**config.mk**
```make
export PLATFORM = sky130hd
export DESIGN_NAME = arq_rx_fsm_flat
export DESIGN_NICKNAME = d
export VERILOG_FILES = /design/src/rtl/arq_pkg.sv /design/src/rtl/arq_rx_fsm_if.sv /design/src/rtl/arq_rx_fifo.sv /design/src/rtl/arq_rx_fsm.sv /design/src/flat_wrapper.sv
export SDC_FILE = /design/constraint.sdc
export NUM_CORES = 1
export LEC_CHECK = 0
export ABC_AREA = 1
export BUFFER_PORTS_ARGS = -buffer_cell sky130_fd_sc_hd__buf_2
export CAP_MARGIN = 20
export CORE_UTILIZATION = 49
export DETAILED_ROUTE_END_ITERATION = 12
export GPL_TIMING_DRIVEN = 1
export PLACE_DENSITY = 0.69
export SLEW_MARGIN = 15
export SYNTH_ARGS = -nofsm -noshare
export SYNTH_HDL_FRONTEND = slang
export SYNTH_HIERARCHICAL = 1
export SYNTH_SLANG_ARGS = --single-unit
```
**constraint.sdc**
```tcl
create_clock -name clk -period 3.09 [get_ports clk]
set_input_delay 0.309 -clock clk [delete_from_list [all_inputs] [get_ports clk]]
set_output_delay 0.309 -clock clk [all_outputs]
set_load 0.02 [all_outputs]
```
**src/rtl/arq_pkg.sv**
```systemverilog
// Shared types and helpers for the stop-and-wait ARQ link (transmitter and receiver sides).
package arq_pkg;

  localparam int ARQ_DATA_W = 4;

  typedef enum logic [1:0] {
    IDLE  = 2'd0,
    CHECK = 2'd1,
    RESP  = 2'd2
  } state_t;

  typedef enum logic [1:0] {
    V_ACK       = 2'd0,
    V_NACK_PAR  = 2'd1,
    V_ACK_DUP   = 2'd2,
    V_NACK_FULL = 2'd3
  } verdict_t;

  // Even-parity bit over {seq, data}: makes the total number of ones even.
  function automatic logic even_par(input logic seq, input logic [ARQ_DATA_W-1:0] data);
    return ^{seq, data};
  endfunction

endpackage

```
**src/rtl/arq_rx_fsm_if.sv**
```systemverilog
// Frame, response, payload-stream and debug-counter signals between the ARQ receiver and its peers.
interface arq_rx_fsm_if #(
  parameter int DATA_W = 4,
  parameter int CNT_W  = 4
);
  logic              frame_valid;
  logic [DATA_W-1:0] frame_data;
  logic              frame_seq;
  logic              frame_par;
  logic              frame_ready;
  logic              ack;
  logic              nack;
  logic              ack_seq;
  logic              out_valid;
  logic [DATA_W-1:0] out_data;
  logic              out_ready;
  logic [CNT_W-1:0]  err_cnt;
  logic [CNT_W-1:0]  dup_cnt;

  modport master (
    output frame_valid, frame_data, frame_seq, frame_par, out_ready,
    input  frame_ready, ack, nack, ack_seq, out_valid, out_data, err_cnt, dup_cnt
  );

  modport slave (
    input  frame_valid, frame_data, frame_seq, frame_par, out_ready,
    output frame_ready, ack, nack, ack_seq, out_valid, out_data, err_cnt, dup_cnt
  );
endinterface

```
**src/rtl/arq_rx_fifo.sv**
```systemverilog
// Circular payload FIFO with wrap-around pointers, occupancy count and zero-latency head.
module arq_rx_fifo #(
  parameter int DATA_W = 4,
  parameter int DEPTH  = 4
) (
  input  logic                       clk,
  input  logic                       rst_n,
  input  logic                       push,
  input  logic [DATA_W-1:0]          push_data,
  input  logic                       pop,
  output logic                       empty,
  output logic [$clog2(DEPTH):0]     count,
  output logic [DATA_W-1:0]          head_data
);
  localparam int AW = $clog2(DEPTH);

  logic [DATA_W-1:0] mem_r [DEPTH];
  logic [AW-1:0]     wr_ptr_r;
  logic [AW-1:0]     rd_ptr_r;
  logic [AW:0]       count_r;
  logic              full_s;
  logic              empty_s;
  logic              push_s;
  logic              pop_s;

  assign full_s  = (count_r == (AW+1)'(DEPTH));
  assign empty_s = (count_r == (AW+1)'(0));
  assign push_s  = push && !full_s;
  assign pop_s   = pop && !empty_s;

  // Storage, pointers and occupancy; pointers wrap naturally since DEPTH is a power of two.
  always_ff @(posedge clk or negedge rst_n) begin
    if (!rst_n) begin
      for (int i = 0; i < DEPTH; i++) begin
        mem_r[i] <= '0;
      end
      wr_ptr_r <= '0;
      rd_ptr_r <= '0;
      count_r  <= '0;
    end else begin
      if (push_s) begin
        mem_r[wr_ptr_r] <= push_data;
        wr_ptr_r        <= wr_ptr_r + AW'(1);
      end
      if (pop_s) begin
        rd_ptr_r <= rd_ptr_r + AW'(1);
      end
      case ({push_s, pop_s})
        2'b10:   count_r <= count_r + (AW+1)'(1);
        2'b01:   count_r <= count_r - (AW+1)'(1);
        default: count_r <= count_r;
      endcase
    end
  end

  assign empty     = empty_s;
  assign count     = count_r;
  assign head_data = empty_s ? '0 : mem_r[rd_ptr_r];

endmodule

```
**src/rtl/arq_rx_fsm.sv**
```systemverilog
// Stop-and-wait ARQ receiver: checks parity and sequence of each frame, answers with one ACK/NACK
// pulse, buffers accepted payloads and keeps saturating debug counters.
module arq_rx_fsm
  import arq_pkg::*;
#(
  parameter int DATA_W = 4,
  parameter int DEPTH  = 4,
  parameter int CNT_W  = 4
) (
  input  logic         clk,
  input  logic         rst_n,
  arq_rx_fsm_if.slave  bus
);
  localparam int AW = $clog2(DEPTH);

  state_t              state_r;
  verdict_t            verdict_r;
  verdict_t            verdict_s;
  logic [DATA_W-1:0]   data_r;
  logic                seq_r;
  logic                par_r;
  logic                exp_seq_r;
  logic [CNT_W-1:0]    err_cnt_r;
  logic [CNT_W-1:0]    dup_cnt_r;
  logic                ack_r;
  logic                nack_r;
  logic                ack_seq_r;
  logic                frame_ready_r;
  logic                push_s;
  logic                full_s;
  logic                fifo_empty_s;
  logic [AW:0]         fifo_count_s;
  logic [DATA_W-1:0]   fifo_head_s;

  // The full test sees this cycle's occupancy, so a concurrent pop cannot rescue the frame.
  assign full_s = (fifo_count_s == (AW+1)'(DEPTH));
  assign push_s = (state_r == RESP) && (verdict_r == V_ACK);

  // Verdict priority: corrupt frame, then duplicate (lost ACK), then back-pressure.
  always_comb begin
    verdict_s = V_ACK;
    if (par_r != even_par(seq_r, data_r)) begin
      verdict_s = V_NACK_PAR;
    end else if (seq_r != exp_seq_r) begin
      verdict_s = V_ACK_DUP;
    end else if (full_s) begin
      verdict_s = V_NACK_FULL;
    end else begin
      verdict_s = V_ACK;
    end
  end

  // Frame FSM with registered handshake outputs and side effects committed in RESP.
  always_ff @(posedge clk or negedge rst_n) begin
    if (!rst_n) begin
      state_r       <= IDLE;
      verdict_r     <= V_ACK;
      data_r        <= '0;
      seq_r         <= 1'b0;
      par_r         <= 1'b0;
      exp_seq_r     <= 1'b0;
      err_cnt_r     <= '0;
      dup_cnt_r     <= '0;
      ack_r         <= 1'b0;
      nack_r        <= 1'b0;
      ack_seq_r     <= 1'b0;
      frame_ready_r <= 1'b1;
    end else begin
      ack_r     <= 1'b0;
      nack_r    <= 1'b0;
      ack_seq_r <= 1'b0;
      case (state_r)
        IDLE: begin
          if (bus.frame_valid) begin
            data_r        <= bus.frame_data;
            seq_r         <= bus.frame_seq;
            par_r         <= bus.frame_par;
            state_r       <= CHECK;
            frame_ready_r <= 1'b0;
          end else begin
            state_r       <= IDLE;
            frame_ready_r <= 1'b1;
          end
        end
        CHECK: begin
          verdict_r <= verdict_s;
          ack_r     <= (verdict_s == V_ACK) || (verdict_s == V_ACK_DUP);
          nack_r    <= (verdict_s == V_NACK_PAR) || (verdict_s == V_NACK_FULL);
          ack_seq_r <= seq_r;
          state_r   <= RESP;
        end
        RESP: begin
          case (verdict_r)
            V_NACK_PAR: begin
              if (err_cnt_r != {CNT_W{1'b1}}) begin
                err_cnt_r <= err_cnt_r + CNT_W'(1);
              end
            end
            V_ACK_DUP: begin
              if (dup_cnt_r != {CNT_W{1'b1}}) begin
                dup_cnt_r <= dup_cnt_r + CNT_W'(1);
              end
            end
            V_ACK:       exp_seq_r <= ~exp_seq_r;
            default:     exp_seq_r <= exp_seq_r;
          endcase
          state_r       <= IDLE;
          frame_ready_r <= 1'b1;
        end
        default: begin
          state_r       <= IDLE;
          frame_ready_r <= 1'b1;
        end
      endcase
    end
  end

  arq_rx_fifo #(
    .DATA_W (DATA_W),
    .DEPTH  (DEPTH)
  ) u_fifo (
    .clk       (clk),
    .rst_n     (rst_n),
    .push      (push_s),
    .push_data (data_r),
    .pop       (bus.out_ready),
    .empty     (fifo_empty_s),
    .count     (fifo_count_s),
    .head_data (fifo_head_s)
  );

  assign bus.frame_ready = frame_ready_r;
  assign bus.ack         = ack_r;
  assign bus.nack        = nack_r;
  assign bus.ack_seq     = ack_seq_r;
  assign bus.out_valid   = !fifo_empty_s;
  assign bus.out_data    = fifo_head_s;
  assign bus.err_cnt     = err_cnt_r;
  assign bus.dup_cnt     = dup_cnt_r;

endmodule

```
**src/flat_wrapper.sv**
```systemverilog
// flat-port wrapper written by rule: the top's interface ports become plain ports
module arq_rx_fsm_flat import arq_pkg::*;
#(
  parameter int DATA_W = 4,
  parameter int DEPTH  = 4,
  parameter int CNT_W  = 4
)
  (clk, rst_n, bus_frame_valid, bus_frame_data, bus_frame_seq, bus_frame_par, bus_out_ready, bus_frame_ready, bus_ack, bus_nack, bus_ack_seq, bus_out_valid, bus_out_data, bus_err_cnt, bus_dup_cnt);
  arq_rx_fsm_if #(.DATA_W(DATA_W), .CNT_W(CNT_W)) bus_i ();
  input  logic clk;
  input  logic rst_n;
  input wire logic [$bits(bus_i.frame_valid)-1:0] bus_frame_valid;
  input wire logic [$bits(bus_i.frame_data)-1:0] bus_frame_data;
  input wire logic [$bits(bus_i.frame_seq)-1:0] bus_frame_seq;
  input wire logic [$bits(bus_i.frame_par)-1:0] bus_frame_par;
  input wire logic [$bits(bus_i.out_ready)-1:0] bus_out_ready;
  output wire logic [$bits(bus_i.frame_ready)-1:0] bus_frame_ready;
  output wire logic [$bits(bus_i.ack)-1:0] bus_ack;
  output wire logic [$bits(bus_i.nack)-1:0] bus_nack;
  output wire logic [$bits(bus_i.ack_seq)-1:0] bus_ack_seq;
  output wire logic [$bits(bus_i.out_valid)-1:0] bus_out_valid;
  output wire logic [$bits(bus_i.out_data)-1:0] bus_out_data;
  output wire logic [$bits(bus_i.err_cnt)-1:0] bus_err_cnt;
  output wire logic [$bits(bus_i.dup_cnt)-1:0] bus_dup_cnt;
  assign bus_i.frame_valid = bus_frame_valid;
  assign bus_i.frame_data = bus_frame_data;
  assign bus_i.frame_seq = bus_frame_seq;
  assign bus_i.frame_par = bus_frame_par;
  assign bus_i.out_ready = bus_out_ready;
  assign bus_frame_ready = bus_i.frame_ready;
  assign bus_ack = bus_i.ack;
  assign bus_nack = bus_i.nack;
  assign bus_ack_seq = bus_i.ack_seq;
  assign bus_out_valid = bus_i.out_valid;
  assign bus_out_data = bus_i.out_data;
  assign bus_err_cnt = bus_i.err_cnt;
  assign bus_dup_cnt = bus_i.dup_cnt;
  arq_rx_fsm #(.DATA_W(DATA_W), .DEPTH(DEPTH), .CNT_W(CNT_W)) u_core (.clk(clk), .rst_n(rst_n), .bus(bus_i));
endmodule
```
Word level (Yosys, flattened, before mapping)
Index checks and enable logic that the tools add are counted.
{ "word_totals": {"ff_bits": 46, "latchBits": 0, "ramBits": 0, "romBits": 0, "input_bits": 10, "output_inout_bits": 17, "wordCells": 81, "n_memories": 0} }
{ "classes": {"addsub": 6, "multipliers": 0, "div_mod_pow": 0, "n_lt_le_gt_ge": 3, "n_eq_ne": 14, "shift": 0, "n_mux": 18, "bitwise": 3, "reduce_logical": 18} }
{ "op_table": {"columns": ["op", "count"], "rows": [
  ["16-bit bitwise mux", 1],
  ["4-bit two-way mux", 4],
  ["2-bit equality test (second input constant)", 5],
  ["4-bit by 1-bit adder with 4-bit output (second input constant)", 2],
  ["4-bit binary-select mux with 2-bit select", 1],
  ["4-bit demux with 2-bit select", 1],
  ["2-bit by 1-bit equality test with 1-bit output (second input constant)", 4],
  ["4-bit inequality test (second input constant)", 2],
  ["3-bit >= comparator (second input constant)", 2],
  ["2-bit logical NOT", 3],
  ["2-bit two-way mux", 3],
  ["2-bit NOT with 3-bit output", 2],
  ["3-bit case mux with 2 select lines", 1],
  ["3-bit AND reduction", 2],
  ["1-bit two-way mux", 5],
  ["5-bit parity", 1],
  ["2-bit by 1-bit adder with 2-bit output (second input constant)", 2],
  ["1-bit logical AND", 4],
  ["2-bit case mux with 2 select lines", 1],
  ["2-bit AND reduction", 2],
  ["3-bit by 1-bit adder with 3-bit output (second input constant)", 1],
  ["3-bit equality test (second input constant)", 1],
  ["3-bit logical NOT", 1],
  ["3-bit by 1-bit less-than comparator with 1-bit output (second input constant)", 1],
  ["7 further kinds", 10]
]} }

Longest topological paths before layout
Gate-level depths: netlist (run 1).
{ "depth": {"depth_word": 7, "mapped_depth": 12, "depth_no_buf": 12} }

Modules after synthesis
The synthesis (run 1) kept the hierarchy.
{ "modules_own_cells": {"columns": ["module", "instances", "cells_each", "area_per_inst_um2"], "rows": [
  ["arq_rx_fifo", 1, 168, 1326.3],
  ["arq_rx_fsm", 1, 116, 1089.8]
]} }

Worst setup path after synthesis (run 1)
No wires, ideal clock.
{ "synth_timing": {"path_kind": "reg2reg", "from": "register u_core.state_r[0]", "to": "register u_core.u_fifo.count_r[1] (netlist: u_core/u_fifo/count[1])", "setup_ns": 0.083, "arrival_ns": 2.063, "t_required_ns": 3.007, "path_slack_ns": 0.945, "path_stages_with_launch": 8, "path_buffers": 1, "period_less_slack_ns": 2.145, "cell_sequence": "dfrtp_1 nor4_2 buf_2 nand2_4 ha_1 inv_1 fa_1 o21ai_0"} }
{ "synth_via": {"elab_chain_cells": 5, "word_cells_on_any_way": 7} }
{ "synth_rtl": {"columns": ["item", "line_no", "text"], "rows": [
  ["from (decl)", "arq_rx_fsm.sv:16", "state_t state_r;"],
  ["from (signal assigned)", "arq_rx_fsm.sv:56", "state_r <= IDLE;"],
  ["from (signal assigned)", "arq_rx_fsm.sv:78", "state_r <= CHECK;"],
  ["from (signal assigned)", "arq_rx_fsm.sv:81", "state_r <= IDLE;"],
  ["2-bit equality test (*)", "arq_rx_fsm.sv:37", "assign push_s = (state_r == RESP) && (verdict_r == V_ACK);"],
  ["1-bit logical AND (*)", "arq_rx_fsm.sv:37", null],
  ["named net u_core.push_s", "arq_rx_fsm.sv:29", "logic push_s;"],
  ["1-bit logical AND (*)", "arq_rx_fifo.sv:28", "assign push_s = push && !full_s;"],
  ["2-bit by 1-bit equality test with 1-bit output or 2-bit equality test (tied branches)", "arq_rx_fifo.sv:48", "case ({push_s, pop_s})"],
  ["3-bit case mux with 2 select lines or 2-bit nonzero test (tied branches)", null, null],
  ["to (signal assigned)", "arq_rx_fifo.sv:49", "2'b10: count_r <= count_r + (AW+1)'(1);"],
  ["to (signal assigned)", "arq_rx_fifo.sv:50", "2'b01: count_r <= count_r - (AW+1)'(1);"],
  ["to (signal assigned)", "arq_rx_fifo.sv:51", "default: count_r <= count_r;"],
  ["to (decl)", "arq_rx_fifo.sv:20", "logic [AW:0] count_r;"]
]} }
The timed path passes the listed nets; every way through them passes the cells marked *.
A chain may end at the register's enable or synchronous reset.

Final worst setup path (run 1)
Same ends and word-level chain as after synthesis.

==> impl_metrics.py, run 1 <==
metrics = {
    "power": {
        "finalPower_uw": 2570,
        "p_per_area_nw_per_um2": 944,
        "ir_drop_mv": 0.350,
        "p_leak_uw": 0.00144,
    },
    "yosys": {
        "synth_cell_types": 28,
        "synth_seq_area_share_pct": 47.7,
        "netlist_area_sq_um": 2420,
        "synth_top_cell_by_area": "dfrtp_1",
        "synth.area.top_cells": "dfrtp_1 47%, nand2_1 14%, inv_1 5.7%, nand3_1 5.0%, nand4_1 4.4%",
        "syn-mean-instance-area_sq_um": 8.51,
        "yosys_warnings": 6,
        "ys_seq_elements": 46,
        "synth_nets": 302,
        "synthCells": 284,
        "synth_top_area_share_pct": 46.6,
    },
    "cells_and_area": {
        "fin_nets": 331,
        "mostFrequentLayoutCells": "93 x nand2_1, 45 x dfrtp_1, 37 x inv_1, 26 x buf_2, 24 x nand3_1",
        "drive_above_1_share_pct": 18.2,
        "diodes": 0,
        "syn_to_final_growth_pct": 12.9,
        "layout_commonest_cell": "nand2_1",
    },
    "sta": {
        "layout_setup_ws_ns": 1.01,
        "grt_setup_unrepaired": "false",
        "skew_ns": 0.00644,
        "maxSlewViolCount": 0,
        "finalSetupViolations": 0,
        "fmax_mhz": 481,
        "period_needed_ns": 2.08,
        "timing.final.crit_share_pct": 67.3,
        "setup_tns_ns": 0,
        "max_slew_margin_pct": 72.7,
        "worst_pin_slew_ns": 0.409,
        "final_hold_viol_count": 0,
    },
    "worst_setup_path": {
        "crit_chain": "nor4_4 -> buf_4 -> nand2_4 -> ha_1 -> inv_1 -> fa_1 -> o21ai_0",
        "crit_path_end_kind": "flip-flop",
        "crit_fanout": 24,
        "worstPathRequired_ns": 3.31,
        "cpMaxStageDelayCell": "dfrtp_1",
        "r2r_end": "u_core/u_fifo/count[1]",
        "r2r_start": "u_core/state_r[0]",
        "critPathLaunchType": "flip-flop",
        "crit_type": "flip-flop to flip-flop",
        "reg2reg_slack_ns": 1.01,
        "slowest_delay_ns": 0.46,
        "crit_arrival_ns": 2.30,
        "crit_buf_inv": 2,
        "rr_worst_depth": 7,
        "path_delay_family": "adder cells",
    },
    "hold_path": {
        "worstHoldStart": "bus_frame_data[3]",
        "hold_depth": 3,
        "holdPathEnd": "u_core/data_r[3]",
        "hold_path_class": "input pin to flip-flop",
    },
    "global_route": {
        "grt_usage_pct": 19.7,
        "grt.overflow.total": 0,
        "grt_pass1_vias": 1703,
        "grt_pass1_wl_mm": 7.71,
        "grt_max_degree": 47,
        "antenna_found_initial": 0,
    },
    "place": {
        "place_ws_ns": 1.00,
        "globalplace.congestion": 0.766,
        "port_buffers": 26,
        "dp_hpwl_mm": 3.15,
    },
    "cts": {
        "ctsHoldBuffers": 0,
        "postCtsSetupBuffers": 0,
        "clk_pin_slew_worst_paths_ns": 0.08,
        "cts_max_level": 2,
        "cts_sinks": 46,
        "cts.path.max_buffers": 2,
        "clk_latency_ns": 0.30,
        "cts.repair.resized": 0,
        "cts_tree": "done",
        "clockRootBuffer": "clkbuf_8",
        "cts_buffers": 5,
    },
    "route": {
        "ant_nets": 0,
        "vias": 1810,
        "drt_iter0_drc": 84,
        "drcViolationCount": 0,
        "wl_per_cell_um": 11.4,
        "drt-pass1-iter-count": 4,
        "vias_per_cell": 4.75,
        "drt_wl_total_mm": 4.35,
    },
    "floorplanning": {
        "fp.dieW_um": 72.2,
        "pin_count": 27,
        "dieArea_sq_um": 5220,
        "start_util_pct": 51.2,
        "die_h_um": 72.2,
        "rows": 25,
        "core_sq_um": 4720,
    },
    "run": {
        "maxCapViolCount": 0,
    },
    "status": {
        "status": "finished, final reports clean",
    },
}
[through the flow]
step	instance area (sq um)	instances	hold slack, ns	util (%)
3_3_place_gp	2590	371	0.457	54.8
3_5_place_dp	2590	371	0.461	54.8
4_1_cts	2700	379	0.188	57.1
2_1_floorplan	2420	284	0.0134	-
5_1_grt	2730	381	0.204	57.7
6_report	2730	381	0.198	57.7
[per-layer routing]
layer	vias to the layer above	track usage (%)	share of wire (%)	routed length [um]
met4	0	8.50	1.5	65
met5	-	0	0	0
met3	4	4.86	4.6	200
met1	807	27.0	48	2100
li1	960	-	-	-
met2	39	30.0	46	1990
[cells in the mapped netlist]
cell / instances
nand3_1: 24
buf_12: 1
nand2_4: 1
clkinv_1: 1
dfrtp_1: 45
a21oi_1: 4
buf_2: 5
mux2_4: 1
inv_2: 7
nor2_2: 4
nand4_4: 1
nand3_2: 1
nand2_1: 93
fa_1: 1
nand4_1: 17
dfstp_2: 1
xor2_1: 4
xnor2_1: 7
clkbuf_8: 1
a21oi_2: 1
o21ai_0: 1
inv_1: 37
o21ai_1: 9
nor2_1: 5
nor4_2: 1
ha_1: 7
nor2_4: 1
nand3_4: 3
[flip-flops by register name (all words and copies together), names as in the netlist, 3 cells and up]
name,count
u_core/u_fifo/count,3
u_core/bus.err_cnt,4
u_core/u_fifo/mem_r,16
u_core/bus.dup_cnt,4
u_core/data_r,4
[report_power, final]
part           internal [uW]  total, uW  switching (uW)
clock network            241        437             196
logic                    401       1070             672
registers                830       1060             235
total                   1470       2570            1100
[how the worst max path moves through the flow]
stage | slack [ns] | startpoint | endpoint | cells past startpoint
finish | 1.01 | u_core/state_r[0] | u_core/u_fifo/count[1] | 7
global placement | 1.08 | u_core/state_r[0] | u_core/u_fifo/count[1] | 7
detailed placement | 1.00 | u_core/state_r[0] | u_core/u_fifo/count[1] | 7
global route | 0.86 | u_core/state_r[0] | u_core/u_fifo/count[2] | 11
floorplan | 0.94 | u_core/state_r[0] | u_core/u_fifo/count[1] | 7
CTS | 1.00 | u_core/state_r[0] | u_core/u_fifo/count[1] | 7
[kinds of logic after synthesis]
family,count (synthesis),synth area share (%)
AOI/OAI and AO/OA,15,3.26
xor gates and xnor gates,11,3.99
adders and majority gates,8,4.45
buffers and inverters,52,9.42
DFF,46,47.7
muxes,1,0.621
and+or+nand+nor,151,30.6
[worst reg2reg max path, stage by stage (launching register included)]
cell	delay [ns]
dfrtp_1	0.46
nor4_4	0.30
buf_4	0.31
nand2_4	0.08
ha_1	0.21
inv_1	0.08
fa_1	0.40
o21ai_0	0.15
[cell type report]
| type | count | area, sq um |
|---|---|---|
| flip-flops and latches | 46 | 1150 |
| clock inverters | 2 | 37.5 |
| repair buffers | 29 | 168 |
| well taps | 67 | 83.8 |
| inverters | 45 | 169 |
| multi-input cells | 186 | 1040 |
| clock buffers | 6 | 72.6 |
| fillers | 430 | 2000 |
Note: power is estimated with default switching activity, not from simulation.
==> inputs of run 2 (changes only) <==
- clock period: 3.09 -> 2.1 ns (I/O delays scaled with it)
==> impl_metrics.py, run 2 (same netlist as run 1, synthesis figures left out) <==
metrics = {
    "sta": {
        "period_needed_ns": 1.91,
        "grt_setup_unrepaired": "false",
        "skew_ns": 0.00663,
        "fmax_mhz": 525,
        "setup_tns_ns": 0,
        "worst_pin_slew_ns": 0.837,
        "timing.final.crit_share_pct": 90.8,
        "hold_ws_ns": -0.00137,
        "maxSlewViolCount": 0,
        "final_hold_viol_count": 1,
        "max_slew_margin_pct": 44.2,
        "layout_setup_ws_ns": 0.193,
        "finalSetupViolations": 0,
    },
    "global_route": {
        "grt_max_degree": 39,
        "antenna_found_initial": 0,
        "grt_usage_pct": 19.6,
        "grt.overflow.total": 0,
        "grt_pass1_wl_mm": 7.83,
        "grt_pass1_vias": 1752,
    },
    "power": {
        "finalPower_uw": 3730,
        "pwr-share-comb_pct": 43.1,
        "clkPwrFrac_pct": 14.8,
        "switching_share_pct": 44.0,
        "p_per_area_nw_per_um2": 1380,
        "ir_drop_mv": 0.548,
        "p_leak_uw": 0.00143,
        "p_switching_uw": 1640,
        "internal_power_uw": 2090,
        "pwr-share-seq_pct": 42.2,
    },
    "cells_and_area": {
        "syn_to_final_growth_pct": 12.0,
        "top_register": "u_core/u_fifo/mem_r",
        "fill_cells": 442,
        "largest_register_ffs": 16,
        "mostFrequentLayoutCells": "93 x nand2_1, 45 x dfrtp_1, 37 x inv_1, 26 x buf_2, 24 x nand3_1",
        "diodes": 0,
        "drive_above_1_share_pct": 19.0,
        "layout_commonest_cell": "nand2_1",
        "fin_nets": 332,
        "final_area_sq_um": 2710,
    },
    "worst_setup_path": {
        "cpMaxStageDelayCell": "dfrtp_1",
        "slowest_delay_ns": 0.46,
        "r2r_start": "u_core/state_r[0]",
        "crit_chain": "nor4_4 -> nand2_4 -> ha_1 -> inv_1 -> fa_1 -> o21ai_0",
        "rr_worst_depth": 6,
        "r2r_end": "u_core/u_fifo/count[1]",
        "reg2reg_slack_ns": 0.19,
        "critPathLaunchType": "flip-flop",
        "worstPathRequired_ns": 2.31,
        "crit_path_end_kind": "flip-flop",
        "crit_arrival_ns": 2.12,
        "crit_type": "flip-flop to flip-flop",
        "crit_fanout": 3,
    },
    "floorplanning": {
        "start_util_pct": 51.2,
        "dieArea_sq_um": 5220,
        "core_sq_um": 4720,
        "rows": 25,
        "pin_count": 27,
        "die_h_um": 72.2,
        "fp.dieW_um": 72.2,
    },
    "place": {
        "placed_area_sq_um": 2610,
        "globalplace.congestion": 0.758,
        "dp_hpwl_mm": 3.21,
        "port_buffers": 26,
        "place_ws_ns": 0.204,
    },
    "status": {
        "failed_checks": "hold timing",
        "status": "finished, violations left",
    },
    "route": {
        "drt_wl_total_mm": 4.43,
        "drt-pass1-iter-count": 4,
        "ant_nets": 0,
        "wl_per_cell_um": 11.6,
        "drt_iter0_drc": 88,
        "vias_per_cell": 4.91,
        "vias": 1874,
        "drcViolationCount": 0,
    },
    "cts": {
        "cts.path.max_buffers": 2,
        "clockRootBuffer": "clkbuf_8",
        "cts_max_level": 2,
        "cts_tree": "done",
        "clk_latency_ns": 0.29,
        "postCtsSetupBuffers": 0,
        "cts_sinks": 46,
        "cts_buffers": 5,
        "clk_pin_slew_worst_paths_ns": 0.08,
    },
    "hold_path": {
        "hold_path_class": "input pin to asynchronous set/reset pin",
    },
    "run": {
        "maxCapViolCount": 0,
    },
}
==> run 2: repair_timing <==
item                                    CTS  global route
resized for setup                         0             1
endpoints found under the setup margin    0             2
hold buffers                              0             0
==> run 2: worst max-delay path by stage <==
stage	from	end	slack, ns
final	u_core/state_r[0]	u_core/u_fifo/count[1]	0.19
after global routing	u_core/u_fifo/rd_ptr_r[0]	bus_out_data[1]	0.02
after CTS	u_core/u_fifo/rd_ptr_r[0]	bus_out_data[2]	0.16
after detailed placement	u_core/state_r[0]	u_core/u_fifo/count[1]	0.20
after global placement	u_core/state_r[0]	u_core/u_fifo/count[1]	0.30
after floorplan	u_core/state_r[0]	u_core/u_fifo/count[1]	0.04
==> run 2: per-stage QoR <==
stage               utilization [%]  std cells
floorplan                         -        284
global placement               55.3        374
detailed placement             55.3        374
CTS                            57.2        382
global route                   57.3        382
finish                         57.3        382
==> run 2: layout make-up <==
type	instances	area (sq um)	area share [%]
clock buffers	7	86.3	3.19
inverters	45	173	6.38
well taps	67	83.8	3.10
clock inverters	1	5.00	0.185
flip-flops and latches	46	1150	42.6
multi-input cells	186	1040	38.6
repair buffers	30	160	5.92
==> run 2: critical path: cells and delay by family, from the launching register on <==
kind / cells / cell delay [ns]
compound gates: 1 / 0.18
fa+ha+maj: 2 / 0.62
buf+inv: 1 / 0.09
flops: 1 / 0.46
simple gates: 2 / 0.48
==> run 2: metal layers <==
layer  part of all wire, %  vias up  track usage [%]
met2                    46       35             30.9
met5                     0        -                0
met4                  0.86        0             6.97
li1                      -      957                -
met1                    49      878             26.5
met3                   4.0        4             4.58
==> run 2: power groups by stage <==
| stage | registers (uW) | clock network [uW] | logic (uW) |
|---|---|---|---|
| after CTS | 1570 | 568 | 1620 |
| after detailed placement | 1590 | 0 | 1610 |
| after global placement | 1570 | 0 | 1580 |
| after global routing | 1620 | 608 | 1830 |
| final | 1570 | 550 | 1610 |
| after floorplan | 1560 | 0 | 1240 |
